### src/rtl/pipe_ctrl_pkg.sv
// rtl/pipe_ctrl_pkg.sv - shared stall vector constants and controller state type for pipe_stall_ctrl
package pipe_ctrl_pkg;

  localparam int STALL_PC    = 0;
  localparam int STALL_IFID  = 1;
  localparam int STALL_IDEX  = 2;
  localparam int STALL_EXMEM = 3;
  localparam int STALL_MEMWB = 4;

  localparam logic [4:0] STALL_NONE    = 5'b00000;
  localparam logic [4:0] STALL_LOADUSE = 5'b00011;
  localparam logic [4:0] STALL_MC      = 5'b00111;

  typedef enum logic {
    IDLE    = 1'b0,
    MC_HOLD = 1'b1
  } state_e;

endpackage

### src/rtl/pipe_stall_ctrl_hold_cnt.sv
// rtl/pipe_stall_ctrl_hold_cnt.sv - loadable down-counter with last flag sequencing multi-cycle EX holds
module pipe_hold_cnt
  import pipe_ctrl_pkg::*;
#(
  parameter int CNT_W = 6
) (
  input  logic             clk,
  input  logic             rst,
  input  logic             clr_i,
  input  logic             load_i,
  input  logic [CNT_W-1:0] load_val_i,
  input  logic             dec_i,
  output logic             last_o
);

  logic [CNT_W-1:0] cnt_q, cnt_d;

  // Decrement is gated at zero so the counter can never wrap.
  always_comb begin
    cnt_d = cnt_q;
    if (clr_i) begin
      cnt_d = '0;
    end else if (load_i) begin
      cnt_d = load_val_i;
    end else if (dec_i && (cnt_q != '0)) begin
      cnt_d = cnt_q - CNT_W'(1);
    end
  end

  always_ff @(posedge clk) begin
    if (rst) begin
      cnt_q <= '0;
    end else begin
      cnt_q <= cnt_d;
    end
  end

  assign last_o = (cnt_q == CNT_W'(1));

endmodule

### src/rtl/pipe_stall_ctrl.sv
// rtl/pipe_stall_ctrl.sv - pipeline stall/flush controller; PIPE_STALL_CTRL_PERF_EN adds stall/flush perf counters
module pipe_stall_ctrl
  import pipe_ctrl_pkg::*;
#(
  parameter int CNT_W = 6,
  parameter int PC_W  = 32
) (
  input  logic             clk,
  input  logic             rst,
  input  logic             id_stall_req_i,
  input  logic             ex_mc_start_i,
  input  logic [CNT_W-1:0] ex_mc_cycles_i,
  input  logic             flush_req_i,
  input  logic [PC_W-1:0]  flush_pc_i,
  output logic [4:0]       stall_o,
  output logic             flush_o,
  output logic [PC_W-1:0]  new_pc_o,
  output logic             ex_busy_o,
  output logic             ex_mc_done_o,
  output logic             ex_mc_abort_o
`ifdef PIPE_STALL_CTRL_PERF_EN
  ,
  output logic [31:0]      perf_stall_cnt_o,
  output logic [31:0]      perf_flush_cnt_o
`endif
);

  state_e           state_q, state_d;
  logic             done_q, done_d;
  logic             cnt_clr, cnt_load, cnt_dec, cnt_last;
  logic [CNT_W-1:0] cnt_load_val;

  pipe_hold_cnt #(.CNT_W(CNT_W)) u_hold_cnt (
    .clk        (clk),
    .rst        (rst),
    .clr_i      (cnt_clr),
    .load_i     (cnt_load),
    .load_val_i (cnt_load_val),
    .dec_i      (cnt_dec),
    .last_o     (cnt_last)
  );

  always_ff @(posedge clk) begin
    if (rst) begin
      state_q <= IDLE;
      done_q  <= 1'b0;
    end else begin
      state_q <= state_d;
      done_q  <= done_d;
    end
  end

  always_comb begin
    state_d       = state_q;
    done_d        = 1'b0;
    stall_o       = STALL_NONE;
    flush_o       = 1'b0;
    new_pc_o      = '0;
    ex_busy_o     = 1'b0;
    ex_mc_done_o  = 1'b0;
    ex_mc_abort_o = 1'b0;
    cnt_clr       = 1'b0;
    cnt_load      = 1'b0;
    cnt_dec       = 1'b0;
    cnt_load_val  = '0;
    case (state_q)
      IDLE: begin
        if (flush_req_i) begin
          flush_o  = 1'b1;
          new_pc_o = flush_pc_i;
        end else if (done_q) begin
          ex_mc_done_o = 1'b1;
        end else if (ex_mc_start_i) begin
          // N=2 needs one stall cycle and no hold state; N<2 completes in place.
          if (ex_mc_cycles_i >= CNT_W'(2)) begin
            stall_o = STALL_MC;
            if (ex_mc_cycles_i == CNT_W'(2)) begin
              done_d = 1'b1;
            end else begin
              cnt_load     = 1'b1;
              cnt_load_val = ex_mc_cycles_i - CNT_W'(2);
              state_d      = MC_HOLD;
            end
          end else begin
            ex_mc_done_o = 1'b1;
          end
        end else if (id_stall_req_i) begin
          stall_o = STALL_LOADUSE;
        end
      end
      MC_HOLD: begin
        ex_busy_o = 1'b1;
        if (flush_req_i) begin
          flush_o       = 1'b1;
          new_pc_o      = flush_pc_i;
          ex_mc_abort_o = 1'b1;
          cnt_clr       = 1'b1;
          state_d       = IDLE;
        end else begin
          stall_o = STALL_MC;
          cnt_dec = 1'b1;
          if (cnt_last) begin
            state_d = IDLE;
            done_d  = 1'b1;
          end
        end
      end
    endcase
    if (rst) begin
      stall_o       = STALL_NONE;
      flush_o       = 1'b0;
      new_pc_o      = '0;
      ex_busy_o     = 1'b0;
      ex_mc_done_o  = 1'b0;
      ex_mc_abort_o = 1'b0;
    end
  end

`ifdef PIPE_STALL_CTRL_PERF_EN
  logic [31:0] perf_stall_q, perf_flush_q;

  always_ff @(posedge clk) begin
    if (rst) begin
      perf_stall_q <= '0;
      perf_flush_q <= '0;
    end else begin
      if ((stall_o != STALL_NONE) && (perf_stall_q != 32'hFFFF_FFFF)) begin
        perf_stall_q <= perf_stall_q + 32'd1;
      end
      if (flush_o && (perf_flush_q != 32'hFFFF_FFFF)) begin
        perf_flush_q <= perf_flush_q + 32'd1;
      end
    end
  end

  assign perf_stall_cnt_o = perf_stall_q;
  assign perf_flush_cnt_o = perf_flush_q;
`endif

endmodule

### config.mk
export PLATFORM = sky130hd
export DESIGN_NAME = pipe_stall_ctrl
export DESIGN_NICKNAME = d
export VERILOG_FILES = /design/src/rtl/pipe_ctrl_pkg.sv /design/src/rtl/pipe_stall_ctrl_hold_cnt.sv /design/src/rtl/pipe_stall_ctrl.sv
export SDC_FILE = /design/constraint.sdc
export NUM_CORES = 1
export LEC_CHECK = 0
export CORE_AREA = 4 4 43 83
export CTS_BUF_LIST = sky130_fd_sc_hd__clkbuf_8
export CTS_CLUSTER_SIZE = 28
export DETAILED_ROUTE_END_ITERATION = 16
export DIE_AREA = 0 0 47 87
export PLACE_DENSITY = 0.79
export SETUP_SLACK_MARGIN = 0.3
export SLEW_MARGIN = 25
export SYNTH_ARGS = -nofsm -noshare
export SYNTH_HDL_FRONTEND = slang
export SYNTH_SLANG_ARGS = --single-unit
### constraint.sdc
create_clock -name clk -period 2.5 [get_ports clk]
set_clock_uncertainty 0.2 [all_clocks]
set_input_delay 0.5 -clock clk [delete_from_list [all_inputs] [get_ports clk]]
set_output_delay 0.5 -clock clk [all_outputs]
set_load 0.01 [all_outputs]
==> PnR_summary.wiki <==
{| class="wikitable"
! Metric !! Value
|-
| Highest metal layer with signal wires || met4
|-
| Post-route met1 wirelength || 1200 µm
|-
| Routed wl met2 || 2850 µm
|-
| Worst-skew pair later-pin latency || 0.23 ns
|-
| Post-DP HPWL || 3840 µm
|-
| Routed via count divided by cell count || 5.12
|-
| Number of vias after detailed routing || around 1300
|-
| Hold/Removal Path Class || reg2reg
|-
| FFs w/ async S/R, synth || 0
|-
| Post-placement cell count || 245
|-
| Start point of the critical path || ex_mc_cycles_i[4]
|-
| Drt first-iter violations || 12
|-
| DRC errors left || 0
|-
| Initial antenna violation count || 0
|-
| Post-synthesis instance area || just over 900 µm²
|-
| Total count of max-transition violations in the final report || 0
|-
| # Max-Cap Violations || 0
|-
| Die ar. || 0.00409 mm²
|-
| R2R depth || 5
|-
| Standard cell core area || between 0.002 and 0.003 mm²
|-
| Leftover overflow at the end of global routing || 0
|-
| Detailed-router iteration count before antenna repair || 4
|-
| Number of standard cells in the final layout excluding fillers || 257
|-
| Effective utilization at floorplan || 0.310
|-
| Port-buffer cells || 81
|-
| R2R Path End || u_hold_cnt.cnt_q[1]$_SDFFE_PP0P_
|-
| Result of the run || completed
|-
| Wire length of the first global-routing pass || between 6000 and 7000 µm
|-
| H-Tree Depth || 1
|-
| Leakage Power || 0.908 nW
|-
| IR Drop Worst-Case VDD || 0.327 mV
|-
| Global routing usage summed across all routing layers || 0.235
|-
| Routed length per instance || around 18 µm
|-
| Routability congestion estimate from global placement || between 0.8 and 0.9
|-
| Prevailing post-synth register cell || dfxtp_1
|-
| Maximum clock insertion buffer count || 2
|-
| Synthesized area divided by synthesized cell count || 7.61 µm²
|-
| Largest net degree at the start of global routing || 18
|-
| Root cell of the clock tree || clkbuf_8
|-
| Site row count || 28
|-
| Setup crit start kind || input port
|-
| Number of buffers inserted by hold repair at cts || 0
|-
| Total clock sinks || 8
|-
| I/O Pins || 84
|-
| Max frequency || about 440 MHz
|-
| Crit path kind || in2out
|-
| Kind of capture point of the worst setup path || primary output
|-
| Worst Path Required || 1.80 ns
|-
| Critical path destination || stall_o[2]
|-
| Clock transition at path regs || 0.04 ns
|-
| Routed met3 length || about 390 µm
|-
| Cell at the slowest stage of the critical path || or4_4
|-
| Minimum period implied by the final worst setup slack || 2.27 ns
|-
| Nets || 276
|-
| Core occupancy in the finished layout || 0.673
|-
| TritonCTS clock tree || done
|-
| Number of buffers added by the clock tree synthesis step || 3
|-
| Total inserted antenna cells || 0
|-
| Stage delay of the slowest cell on the critical path || 0.51 ns
|-
| Worst Setup Slack, final || 0.230 ns
|-
| Number of warning messages in the yosys log || 0
|-
| Count of cell types in the netlist || 39
|-
| Synthesized flop and latch total || 8
|-
| Vertical extent of the die || 87 µm
|-
| Via count of the first global-routing pass || about 1300
|-
| Hold Violations, Final || 0
|-
| Floorplan die width || 47 µm
|-
| Register area share after synthesis || 0.175
|-
| Number of standard cells after synthesis || 120
|-
| Total power draw || 582 µW
|-
| Source of the worst register-to-register timing path || state_q$_SDFF_PP0_
|-
| Post-synth EDFFs || 0
|-
| Cell-by-cell listing of the critical path || buf_8 -> buf_6 -> or4_4 -> o21ai_2 -> a21oi_2 -> buf_2
|-
| Worst-case setup slack after placement || -0.745 ns
|-
| RSZ-0062 raised after global routing || true
|-
| Setup-violating endpoint count in the final report || 0
|-
| Maximum fanout along the worst path || 2
|-
| Final antenna-violating net count || 0
|-
| Portion of the clock cycle consumed by the worst path in the final layout || 0.908
|-
| Data arrival time of the critical path || about 1.6 ns
|-
| Minimum setup slack among reg-to-reg paths || 0.47 ns
|-
| Area grow syn2layout || 117%
|-
| Share of layout cells above drive strength 1 || 0.313
|-
| PwrDens || 294 mW/mm²
|-
| Routed wire length || approximately 4600 µm
|}
## report_power, final
part	leakage, nW	internal, mW	switching, mW
combinational	0.820	0.158	0.111
clock	0.0216	0.105	0.0546
sequential	0.0656	0.138	0.0152
## synthesized netlist by cell type (2+ instances only)
cell      number  area [µm²]
a211oi_1       3        22.5
a21oi_1        6        30.0
and2_1        35         219
buf_4          3        22.5
clkbuf_1       4        15.0
dfxtp_1        8         160
ha_1           4        50.1
inv_1          6        22.5
mux2i_1        2        20.0
nand2b_1       2        12.5
nor2_1         5        18.8
nor2b_1        5        31.3
nor3_1         3        15.0
nor4_1         4        25.0
o21ai_0        2        10.0
or3_1          4        25.0
xor2_1         2        17.5
## final cells by class
type                            count  area, µm²
Multi-Input combinational cell    100        762
Clock buffer                        3       41.3
Tap cell                           30       37.5
Sequential cell                     8        160
Timing Repair Buffer              110        957
Fill cell                         261        962
Inverter                            6       22.5
## worst max-delay path, delay by kind of cell
kind / cells / cell delay (ns)
AO/OA/AOI/OAI: 2 / 0.20
buffers and inverters: 3 / 0.35
AND/OR/NAND/NOR: 1 / 0.51
## how the worst min path moves through the flow
stage	startpoint	to	slack (ns)	cells past startpoint
3_5_place_dp	u_hold_cnt.cnt_q[0]$_SDFFE_PP0P_	u_hold_cnt.cnt_q[0]$_SDFFE_PP0P_	0.37	1
3_3_place_gp	u_hold_cnt.cnt_q[0]$_SDFFE_PP0P_	u_hold_cnt.cnt_q[0]$_SDFFE_PP0P_	0.36	1
6_report	u_hold_cnt.cnt_q[0]$_SDFFE_PP0P_	u_hold_cnt.cnt_q[0]$_SDFFE_PP0P_	0.38	1
5_1_grt	u_hold_cnt.cnt_q[0]$_SDFFE_PP0P_	u_hold_cnt.cnt_q[0]$_SDFFE_PP0P_	0.42	1
2_1_floorplan	u_hold_cnt.cnt_q[0]$_SDFFE_PP0P_	u_hold_cnt.cnt_q[0]$_SDFFE_PP0P_	0.33	1
4_1_cts	u_hold_cnt.cnt_q[0]$_SDFFE_PP0P_	u_hold_cnt.cnt_q[0]$_SDFFE_PP0P_	0.39	1
## cells by family (layout without fill, tap and decap cells)
group / count (synthesis) / in the layout / synth area share
buf+inv: 13 / 119 / 0.0657
mux: 3 / 3 / 0.0342
fa+ha+maj: 4 / 4 / 0.0548
simple gates: 65 / 65 / 0.445
other cells: 1 / 2 / 0.00411
flops: 8 / 8 / 0.175
xor+xnor: 3 / 3 / 0.0288
compound gates: 23 / 23 / 0.192
## metrics by stage
step | hold slack, ns | instance area (µm²) | TNS, ns
after detailed placement | 0.373 | 1880 | -13.92
after global routing | 0.416 | 1980 | 0
after floorplan | 0.330 | 923 | 0
final | 0.381 | 1980 | 0
after CTS | 0.390 | 1940 | 0
after global placement | 0.362 | 1880 | -13.68
## flip-flops by register name, indices dropped and copies added (netlist names)
register,count
state_q,1
u_hold_cnt.cnt_q,6
done_q,1
## timing repair
action | 4_1_cts | 5_1_grt
cloned | 1 | 0
pin swaps | 7 | 4
buffers inserted | 5 | 3
endpoints found under the setup margin | 46 | 37
resized for setup | 114 | 21
## per-layer routing
metal / GRT usage / vias up
met5: 0 / -
met4: 0.116 / 0
met3: 0.0393 / 13
met2: 0.499 / 64
met1: 0.165 / 607
li1: - / 632
## cells in the final DEF (no fill, tap or decap), types with 6 or more instances in the layout
cell,n
clkdlybuf4s15_1,6
dfxtp_1,8
dlygate4sd2_1,18
buf_2,11
clkdlybuf4s50_1,34
and2_1,35
buf_4,24
buf_6,6
No activity file was read; power rests on OpenSTA's default activity.
